### src/rtl/mux_sel_scheduler.sv
// Round-robin select scheduler for a downstream 4:1 mux.
// It grants one of four requesting channels for a programmable dwell time, and every output is registered.
module mux_sel_scheduler #(
  parameter int DWELL_W = 4
) (
  input  logic               clk,
  input  logic               rst_n,
  input  logic               en,
  input  logic [3:0]         req,
  input  logic [DWELL_W-1:0] dwell,
  output logic               sl1,
  output logic               sl2,
  output logic [3:0]         grant,
  output logic               busy,
  output logic               done
);

  typedef enum logic {IDLE, GRANT} state_t;

  state_t             state, next_state;
  logic [DWELL_W-1:0] cnt, next_cnt;
  logic [1:0]         last, next_last;
  logic [1:0]         sel, next_sel;
  logic [3:0]         next_grant;
  logic               next_busy, next_done;
  logic [1:0]         winner;

  // The first set request after 'last' wins. The loop scans from the farthest
  // candidate to the nearest, so the nearest set request is written last and wins.
  function automatic logic [1:0] pick(input logic [3:0] r, input logic [1:0] l);
    logic [1:0] w;
    logic [1:0] idx;
    w = l;
    for (int i = 4; i >= 1; i--) begin
      idx = l + 2'(i);
      if (r[idx]) w = idx;
    end
    return w;
  endfunction

  assign winner = pick(req, last);

  always_comb begin
    // NOTE: every signal gets a default before the case statement. This keeps synthesis from inferring latches on paths that do not assign it.
    next_state = state;
    next_cnt   = cnt;
    next_last  = last;
    next_sel   = sel;
    next_grant = grant;
    next_busy  = busy;
    next_done  = 1'b0;

    unique case (state)
      IDLE: begin
        if (en && req != 4'b0000) begin
          next_state = GRANT;
          next_sel   = winner;
          next_last  = winner;
          next_cnt   = dwell;
          next_busy  = 1'b1;
          next_grant = 4'b0001 << winner;
        end
      end
      GRANT: begin
        if (cnt == '0) begin
          // Normal completion wins over a simultaneous drop of the granted request.
          // The dropped channel is already low in req, so the winner search skips it.
          next_done = 1'b1;
          if (en && req != 4'b0000) begin
            next_sel   = winner;
            next_last  = winner;
            next_cnt   = dwell;
            next_grant = 4'b0001 << winner;
          end else begin
            next_state = IDLE;
            next_busy  = 1'b0;
            next_grant = 4'b0000;
          end
        end else if (!req[sel]) begin
          next_done  = 1'b1;
          next_state = IDLE;
          next_busy  = 1'b0;
          next_grant = 4'b0000;
        end else begin
          next_cnt = cnt - 1'b1;
        end
      end
      default: next_state = IDLE;
    endcase
  end

  // NOTE: sequential state uses non-blocking assignments only. Every flop then samples the values from before the edge.
  always_ff @(posedge clk or negedge rst_n) begin
    if (!rst_n) begin
      state <= IDLE;
      cnt   <= '0;
      last  <= 2'd3;
      sel   <= 2'd0;
      grant <= 4'b0000;
      busy  <= 1'b0;
      done  <= 1'b0;
    end else begin
      state <= next_state;
      cnt   <= next_cnt;
      last  <= next_last;
      sel   <= next_sel;
      grant <= next_grant;
      busy  <= next_busy;
      done  <= next_done;
    end
  end

  assign sl1 = sel[1];
  assign sl2 = sel[0];

endmodule

### config.mk
export PLATFORM = sky130hd
export DESIGN_NAME = mux_sel_scheduler
export DESIGN_NICKNAME = d
export VERILOG_FILES = /design/src/rtl/mux_sel_scheduler.sv
export SDC_FILE = /design/constraint.sdc
export NUM_CORES = 1
export LEC_CHECK = 0
export ABC_CLOCK_PERIOD_IN_PS = 2250
export CORE_ASPECT_RATIO = 1.4
export CORE_MARGIN = 1
export CORE_UTILIZATION = 30
export DETAILED_ROUTE_END_ITERATION = 10
export GPL_TIMING_DRIVEN = 0
export PLACE_DENSITY = 0.57
export SLEW_MARGIN = 10
export SYNTH_ARGS = -nofsm -noshare
export SYNTH_HDL_FRONTEND = slang
export SYNTH_SLANG_ARGS = --single-unit
### constraint.sdc
create_clock -name clk -period 2.25 [get_ports clk]
set_input_delay 0.225 -clock clk [delete_from_list [all_inputs] [get_ports clk]]
set_output_delay 0.225 -clock clk [all_outputs]
set_load 0.02 [all_outputs]
======== After elaboration in Yosys (flattened, before gate mapping) ========
Index checks and enable logic that the tools add are counted.
cells by class
  add/subtract/negate cells ............... 4
  bitwise gates (word level) .............. 1
  shifts and indexed selects .............. 1
  eq/ne operators ......................... 5
  mux-type cells .......................... 38
  reductions and logical operators ........ 5
  order comparisons ....................... 4
operators with widths
  cell                 number
  $mux 4               7
  $pmux 4 s2           2
  $mux 1               14
  $mux 2               7
  $lt 2x3->1 const B   4
  $bmux 1 s2           4
  $pmux 2 s2           2
  $ne 3x3->1 const B   2
  $add 2x2->2 const B  2
  $logic_not 4->1      1
  $pmux 1 s2           2
  $reduce_bool 4->1    1
  $shl 1x2->4 const A  1
  $sub 4x1->4 const B  1
  $ne 3x1->1 const B   1
  $reduce_and 3->1     1
  $add 2x1->2 const B  1
  $ne 2x1->1 const B   1
  $ne 2x2->1 const B   1
  $reduce_and 2->1     1
  $logic_and 1x1->1    1
  $not 1->1            1
storage, ports and cells
  register bits ........................... 15
  output and inout bits ................... 8
  word-level logic and storage cells ...... 65

======== Logic depth before layout (Yosys ltp) ========
Gate-level depths: netlist of the first run.
  depth after elaboration ................. 10
  gate-level depth with buffers ........... 7

======== Least setup slack after synthesis of the first run ========
Ideal clock, no wire load.
  kind .................................... reg-to-reg
  from .................................... register cnt[0]
  to ...................................... register cnt[0]
  library setup time ...................... 0.123 ns
  cell stages (with the launch flop) ...... 7
  buffers on the path ..................... 1
  path slack .............................. 0.539 ns
  required time ........................... 2.127 ns
  arrival ................................. 1.588 ns
  path through ............................ dfrtp_1 -> inv_1 -> ha_1 -> or3b_1 -> buf_6 -> a21o_4 -> o221a_2
on the way
  longest elaborated chain between the ends .. 4
  elaborated cells on any way between the ends .. 7
ends and longest elaborated chain
  item                      line  text
  start: declaration        21    logic [DWELL_W-1:0] cnt, next_cnt;
  start signal: assignment  104   cnt <= next_cnt;
  $sub 4x1->4               85    next_cnt = cnt - 1'b1;
  $mux 4                    79    end else if (!req[sel]) begin
  $mux 4                    65    if (cnt == '0) begin
  $pmux 4 s2                53    unique case (state)
Parallel ways exist; a longest one is shown, timed or not. The select of a mux whose other input is x is not followed.
A chain may end at the register's enable or synchronous reset.

======== Worst setup path after layout of the first run ========
  from .................................... register cnt[0]
  to ...................................... register grant[1]
on the way
  longest elaborated chain between the ends .. 3
  elaborated cells on any way between the ends .. 5
ends and longest elaborated chain
  item                                            line  text
  $logic_not 4->1 (*)                             65
  $mux 4 or $ne 3x3->1 (tied branches)            n/a
  $pmux 4 s2 or $reduce_and 2->1 (tied branches)  n/a
  end signal: assignment                          107   grant <= next_grant;
  end: declaration                                13    output logic [3:0] grant,
Mark *: on every way between the ends. The rest lies on a longest branch, timed or not.

==> results of run 1 <==
## layout by cell type (no fill, tap or decap), types with 3 or more instances in the layout
cell / count
clkdlybuf4s50_1: 18
dfrtp_1: 13
nand2_1: 8
o21ai_0: 7
inv_1: 5
nor2_1: 5
a21o_1: 3
a32o_1: 3
clkbuf_4: 3
## layer usage
metal	part of all wire, %	vias to the layer above	GRT usage [%]
met4	1.3	0	5.36
met5	0	-	0
met2	51	12	23.4
met3	2.7	2	1.65
met1	45	331	17.2
li1	-	343	-
## worst max-delay path by stage
stage	cells after the start	endpoint	slack (ns)	from
final	7	grant[1]	0.40	cnt[0]
after global routing	7	cnt[1]	0.29	cnt[0]
after CTS	7	cnt[1]	0.38	cnt[0]
after detailed placement	5	cnt[2]	0.26	req[3]
after global placement	5	grant[1]	0.26	req[3]
after floorplan	6	cnt[0]	0.54	cnt[0]
## through the flow
stage,instance area [sq um],std cells
after floorplan,855,79
after global placement,1080,133
after detailed placement,1080,133
after CTS,1110,137
after global routing,1110,137
final,1110,137
## cells in the mapped netlist (2+ instances only)
cell	instances
nor2b_1	2
dfrtp_1	13
o211ai_1	2
mux2i_1	2
nor2_1	5
a21o_1	3
nand2b_1	2
inv_1	5
a32o_1	3
a21oi_1	2
dfstp_2	2
a22o_1	2
o21ai_0	7
nand2_1	8
## report_power, final
group          switching (W)  leakage (nW)  internal (W)  total [W]
clock              0.0000870        0.0177     0.0000659   0.000153
sequential         0.0000972         0.182      0.000414   0.000512
combinational       0.000396         0.264      0.000366   0.000762
## worst max-delay path, stage by stage (launching register included)
cell     delay [ns]
dfrtp_1        0.42
inv_1          0.07
ha_1           0.19
or3b_1         0.37
buf_6          0.15
a21o_4         0.25
a31oi_4        0.20
a22o_1         0.16
## logic make-up after synthesis
group	Yosys count	synth area share, %
adder cells (fa/ha/maj)	1	1.46
buffers and inverters	7	3.95
XOR/XNOR	1	1.03
flip-flops	15	44.2
AO/OA/AOI/OAI	30	31.5
multiplexers	3	4.98
AND/OR/NAND/NOR	22	12.9
## state kept, by name (all words and copies together) (netlist names)
register,flops
cnt,4
grant,4
done,1
sel,2
state,1
last,2
busy,1
## final cells by class
type / instances / share of cell area, %
timing repair buffer: 18 / 16.3
sequential: 15 / 34.1
inverter: 5 / 1.69
buffer: 2 / 1.36
clock buffer: 3 / 2.03
clock inverter: 1 / 0.452
tap: 36 / 4.07
multi-input combinational: 57 / 40.0
==> flow_metrics.py, run 1 <==
metrics = {
    "status": {
        "status": "finished clean",
    },
    "sta": {
        "rsz0062_at_grt": "no",
        "hold_viol": 0,
        "finalSetupTns_ns": 0,
        "fin_crit_sh_pct": 82.3,
        "slew_violations": 0,
        "holdWs_ns": 0.354,
        "min_period_ns": 1.85,
        "tightest_slew_ns": 0.692,
        "maxSlewHeadroom_pct": 53.7,
        "setup_ws_ns": 0.398,
        "maxClockFrequency_mhz": 540,
        "skew_ns": 0.00266,
        "setup_viol": 0,
    },
    "min_path": {
        "hold_path_class": "in -> async",
    },
    "placement": {
        "hpwl_microns": 1380,
        "io_buffers": 18,
        "gp_congestion": 0.784,
        "post-place-ws_ns": 0.255,
    },
    "detailed_routing": {
        "drtIter0Drc": 17,
        "ant_nets": 0,
        "via_per_inst": 5.02,
        "routedWlPerCell_microns": 13.0,
        "firstDrtPassIters": 3,
        "routed_wl_microns": 1790,
        "dr_total_vias": 688,
        "drc_errors": 0,
    },
    "power": {
        "p_total_w": 0.00143,
        "p_leak_nw": 0.464,
        "vdd_drop_max_mv": 0.554,
        "powerDensity_nw_per_um2": 1290,
    },
    "layout": {
        "num-fill-cells": 277,
        "ff_latch_area_sq_um": 378,
        "syn_to_final_growth_pct": 29.6,
        "multi_input_area_sq_um": 443,
        "drive_gt1_share_pct": 14.9,
        "diodes": 0,
        "finalNetCount": 114,
        "post-route-util_pct": 41.5,
    },
    "global_routing": {
        "first_global_vias": 699,
        "grt_antenna_before_repair": 0,
        "overflow": 0,
        "grt_max_degree": 16,
        "grt_usage_pct": 13.8,
        "grt_pass1_wl_microns": 3080,
    },
    "cts": {
        "numCtsBuffers": 3,
        "clock-root-buffer": "clkbuf_4",
        "cts.sinks": 15,
        "cts-resized-gates": 0,
        "cts_tree": "yes",
        "postCtsSetupBuffers": 0,
        "cts_hold_buf": 0,
        "clock_path_buffers": 2,
        "cts_max_level": 1,
        "clk_latency_ns": 0.28,
        "cts.clk_slew.worst_paths_ns": 0.09,
    },
    "die": {
        "start_util_pct": 32.0,
        "die_x_microns": 47.1,
        "dieArea_sq_um": 3070,
        "pin_count": 19,
        "die_height_microns": 65.2,
        "core_sq_um": 2670,
        "row_count": 22,
    },
    "critical_path": {
        "r2r-start": "cnt[0]",
        "required_ns": 2.47,
        "crit_path_end_kind": "flip-flop",
        "r2r_cells": 7,
        "cp.arrival_ns": 2.08,
        "reg2reg_slack_ns": 0.40,
        "worstPathMaxFanout": 9,
        "rr_endpoint": "grant[1]",
        "worst-setup-path-type": "reg -> reg",
        "crit_path_start_kind": "flip-flop",
    },
    "logic_synthesis": {
        "synth_edf_count": 0,
        "synthTopCellsByArea": "dfrtp_1, dfstp_2, o21ai_0, a32o_1, nand2_1",
        "ys_types": 35,
        "synth_top_cell_area_share_pct": 38.1,
        "ys_ff_latch": 15,
        "synth_flop_cell": "dfrtp_1",
        "synth_area_per_cell_sq_um": 10.8,
        "synth-async-reset-ratio_pct": 100,
        "synthCells": 79,
        "ys_warn_count": 0,
        "syn-cell-area_sq_um": 855,
        "synth_nets": 91,
        "synth_top_cell_by_area": "dfrtp_1",
        "ys_seq_area_share_pct": 44.2,
    },
    "run": {
        "drv_cap": 0,
    },
}
Note: power is estimated with default switching activity, not from simulation.
==> inputs of run 2 (changes only) <==
--- a/config.mk
+++ b/config.mk
@@ -5,13 +5,13 @@
 export SDC_FILE = /design/constraint.sdc
 export NUM_CORES = 1
 export LEC_CHECK = 0
-export ABC_CLOCK_PERIOD_IN_PS = 2250
+export ABC_CLOCK_PERIOD_IN_PS = 1650
 export CORE_ASPECT_RATIO = 1.4
 export CORE_MARGIN = 1
 export CORE_UTILIZATION = 30
 export DETAILED_ROUTE_END_ITERATION = 10
 export GPL_TIMING_DRIVEN = 0
-export PLACE_DENSITY = 0.57
+export PLACE_DENSITY = 0.59
 export SLEW_MARGIN = 10
 export SYNTH_ARGS = -nofsm -noshare
 export SYNTH_HDL_FRONTEND = slang
==> constraint.sdc (replaced) <==
create_clock -name clk -period 1.65 [get_ports clk]
set_input_delay 0.165 -clock clk [delete_from_list [all_inputs] [get_ports clk]]
set_output_delay 0.165 -clock clk [all_outputs]
set_load 0.02 [all_outputs]
==> flow_metrics.py, run 2 (synthesis gave the netlist of run 1 again) <==
metrics = {
    "status": {
        "status": "complete, but fails checks",
        "violations": "setup timing",
    },
    "die": {
        "die_height_microns": 65.2,
        "pin_count": 19,
        "start_util_pct": 32.0,
        "core_sq_um": 2670,
        "dieArea_sq_um": 3070,
        "die_x_microns": 47.1,
        "row_count": 22,
    },
    "detailed_routing": {
        "routed_wl_microns": 2030,
        "drtIter0Drc": 13,
        "via_per_inst": 5.09,
        "drc_errors": 0,
        "firstDrtPassIters": 4,
        "routedWlPerCell_microns": 13.8,
        "ant_nets": 0,
        "dr_total_vias": 748,
    },
    "sta": {
        "hold_viol": 0,
        "holdWs_ns": 0.281,
        "maxClockFrequency_mhz": 565,
        "finalSetupTns_ns": -0.757,
        "slew_violations": 0,
        "setup_ws_ns": -0.119,
        "tightest_slew_ns": 0.664,
        "setup_viol": 11,
        "skew_ns": 0.00164,
        "maxSlewHeadroom_pct": 55.6,
        "min_period_ns": 1.77,
        "rsz0062_at_grt": "yes",
        "fin_crit_sh_pct": 107,
    },
    "layout": {
        "top_regs": "cnt x4, grant x4",
        "final_cell_mix": "clkdlybuf4s50_1, dfrtp_1, buf_4",
        "syn_to_final_growth_pct": 45.4,
        "diodes": 0,
        "drive_gt1_share_pct": 28.8,
        "finalNetCount": 124,
        "mostFrequentLayoutCell": "clkdlybuf4s50_1",
        "layout.cells.non_filler": 147,
        "num-fill-cells": 260,
    },
    "critical_path": {
        "reg2reg_slack_ns": -0.12,
        "worstPathMaxFanout": 6,
        "crit_path_start_kind": "flip-flop",
        "required_ns": 1.87,
        "rr_endpoint": "grant[3]",
        "r2r-start": "cnt[0]",
        "worst-setup-path-type": "reg -> reg",
        "crit_path_end_kind": "flip-flop",
        "cp.arrival_ns": 1.99,
        "r2r_cells": 7,
    },
    "global_routing": {
        "overflow": 0,
        "grt_max_degree": 16,
        "grt_antenna_before_repair": 0,
        "grt_pass1_wl_microns": 3430,
        "grt_usage_pct": 15.5,
        "first_global_vias": 760,
    },
    "power": {
        "powerDensity_nw_per_um2": 1800,
        "vdd_drop_max_mv": 0.997,
        "p_leak_nw": 0.521,
        "p_total_w": 0.00223,
    },
    "run": {
        "drv_cap": 0,
    },
    "cts": {
        "numCtsBuffers": 3,
        "clock-root-buffer": "clkbuf_4",
        "cts.clk_slew.worst_paths_ns": 0.09,
        "cts_hold_buf": 0,
        "cts_max_level": 1,
        "cts.sinks": 15,
        "clk_latency_ns": 0.28,
        "clock_path_buffers": 2,
        "cts_tree": "yes",
    },
    "placement": {
        "io_buffers": 18,
        "hpwl_microns": 1420,
        "dp.cells": 133,
        "gp_congestion": 0.770,
    },
    "min_path": {
        "hold_path_class": "in -> async",
    },
}
==> run 2: changes by cell type in the layout (fill, tap and decap cells not counted), sizes merged <==
cell    change
buf        +10
clkbuf      +1
clkinv      -1
==> run 2: where the power goes <==
part	internal (W)	switching, W	total, W
clock network	0.0000939	0.000117	0.000211
logic	0.000658	0.000658	0.00132
registers	0.000565	0.000138	0.000703
==> run 2: final cells by class <==
| type | count | area (sq um) | area share [%] |
|---|---|---|---|
| inverter | 5 | 18.8 | 1.51 |
| tap | 36 | 45.0 | 3.63 |
| multi-input combinational | 57 | 492 | 39.6 |
| sequential | 15 | 378 | 30.4 |
| buffer | 2 | 15.0 | 1.21 |
| timing repair buffer | 28 | 268 | 21.6 |
| clock buffer | 4 | 26.3 | 2.11 |
==> run 2: worst max path at each step <==
stage            from        to  slack [ns]  depth (start not counted)
2_1_floorplan  cnt[0]    cnt[0]       -0.05                          6
3_3_place_gp   req[3]  grant[1]       -0.27                          5
3_5_place_dp   req[0]  grant[3]       -0.27                          5
4_1_cts        cnt[0]  grant[3]       -0.14                          7
5_1_grt        cnt[1]  grant[3]       -0.21                          7
6_report       cnt[0]  grant[3]       -0.12                          7
==> run 2: metrics by stage <==
stage | cell area [sq um] | worst slack, ns | util [%]
final | 1240 | -0.119 | 46.5
after floorplan | 857 | -0.0498 | -
after CTS | 1180 | -0.137 | 44.3
after global routing | 1240 | -0.206 | 46.5
after detailed placement | 1080 | -0.275 | 40.5
after global placement | 1080 | -0.272 | 40.5
==> run 2: worst max-delay path, stage by stage, from the launching register on <==
cell and delay [ns]:
dfrtp_1 0.39, inv_1 0.06, ha_2 0.16, or3b_1 0.36
buf_6 0.15, a21o_4 0.23, a31oi_4 0.20, a22o_1 0.16
==> run 2: timing repair <==
action                                  in CTS  in global routing
gates resized for setup                      7                  7
pin swaps                                    6                  7
endpoints found under the setup margin      12                 13
setup buffers                                6                  4
==> run 2: routing by layer <==
layer	global-route usage, %	share of wire (%)
met5	0	0
met4	5.71	0.30
met3	1.92	2.7
met2	26.6	55
met1	19.1	42
==> inputs of run 3 (changes only) <==
--- a/config.mk
+++ b/config.mk
@@ -10,6 +10,7 @@
 export CORE_MARGIN = 1
 export CORE_UTILIZATION = 30
 export DETAILED_ROUTE_END_ITERATION = 10
+export GPL_ROUTABILITY_DRIVEN = 1
 export GPL_TIMING_DRIVEN = 0
 export PLACE_DENSITY = 0.59
 export SLEW_MARGIN = 10
==> results of run 3 <==
No change in the layout: final DEF, timing and power equal those of run 2.
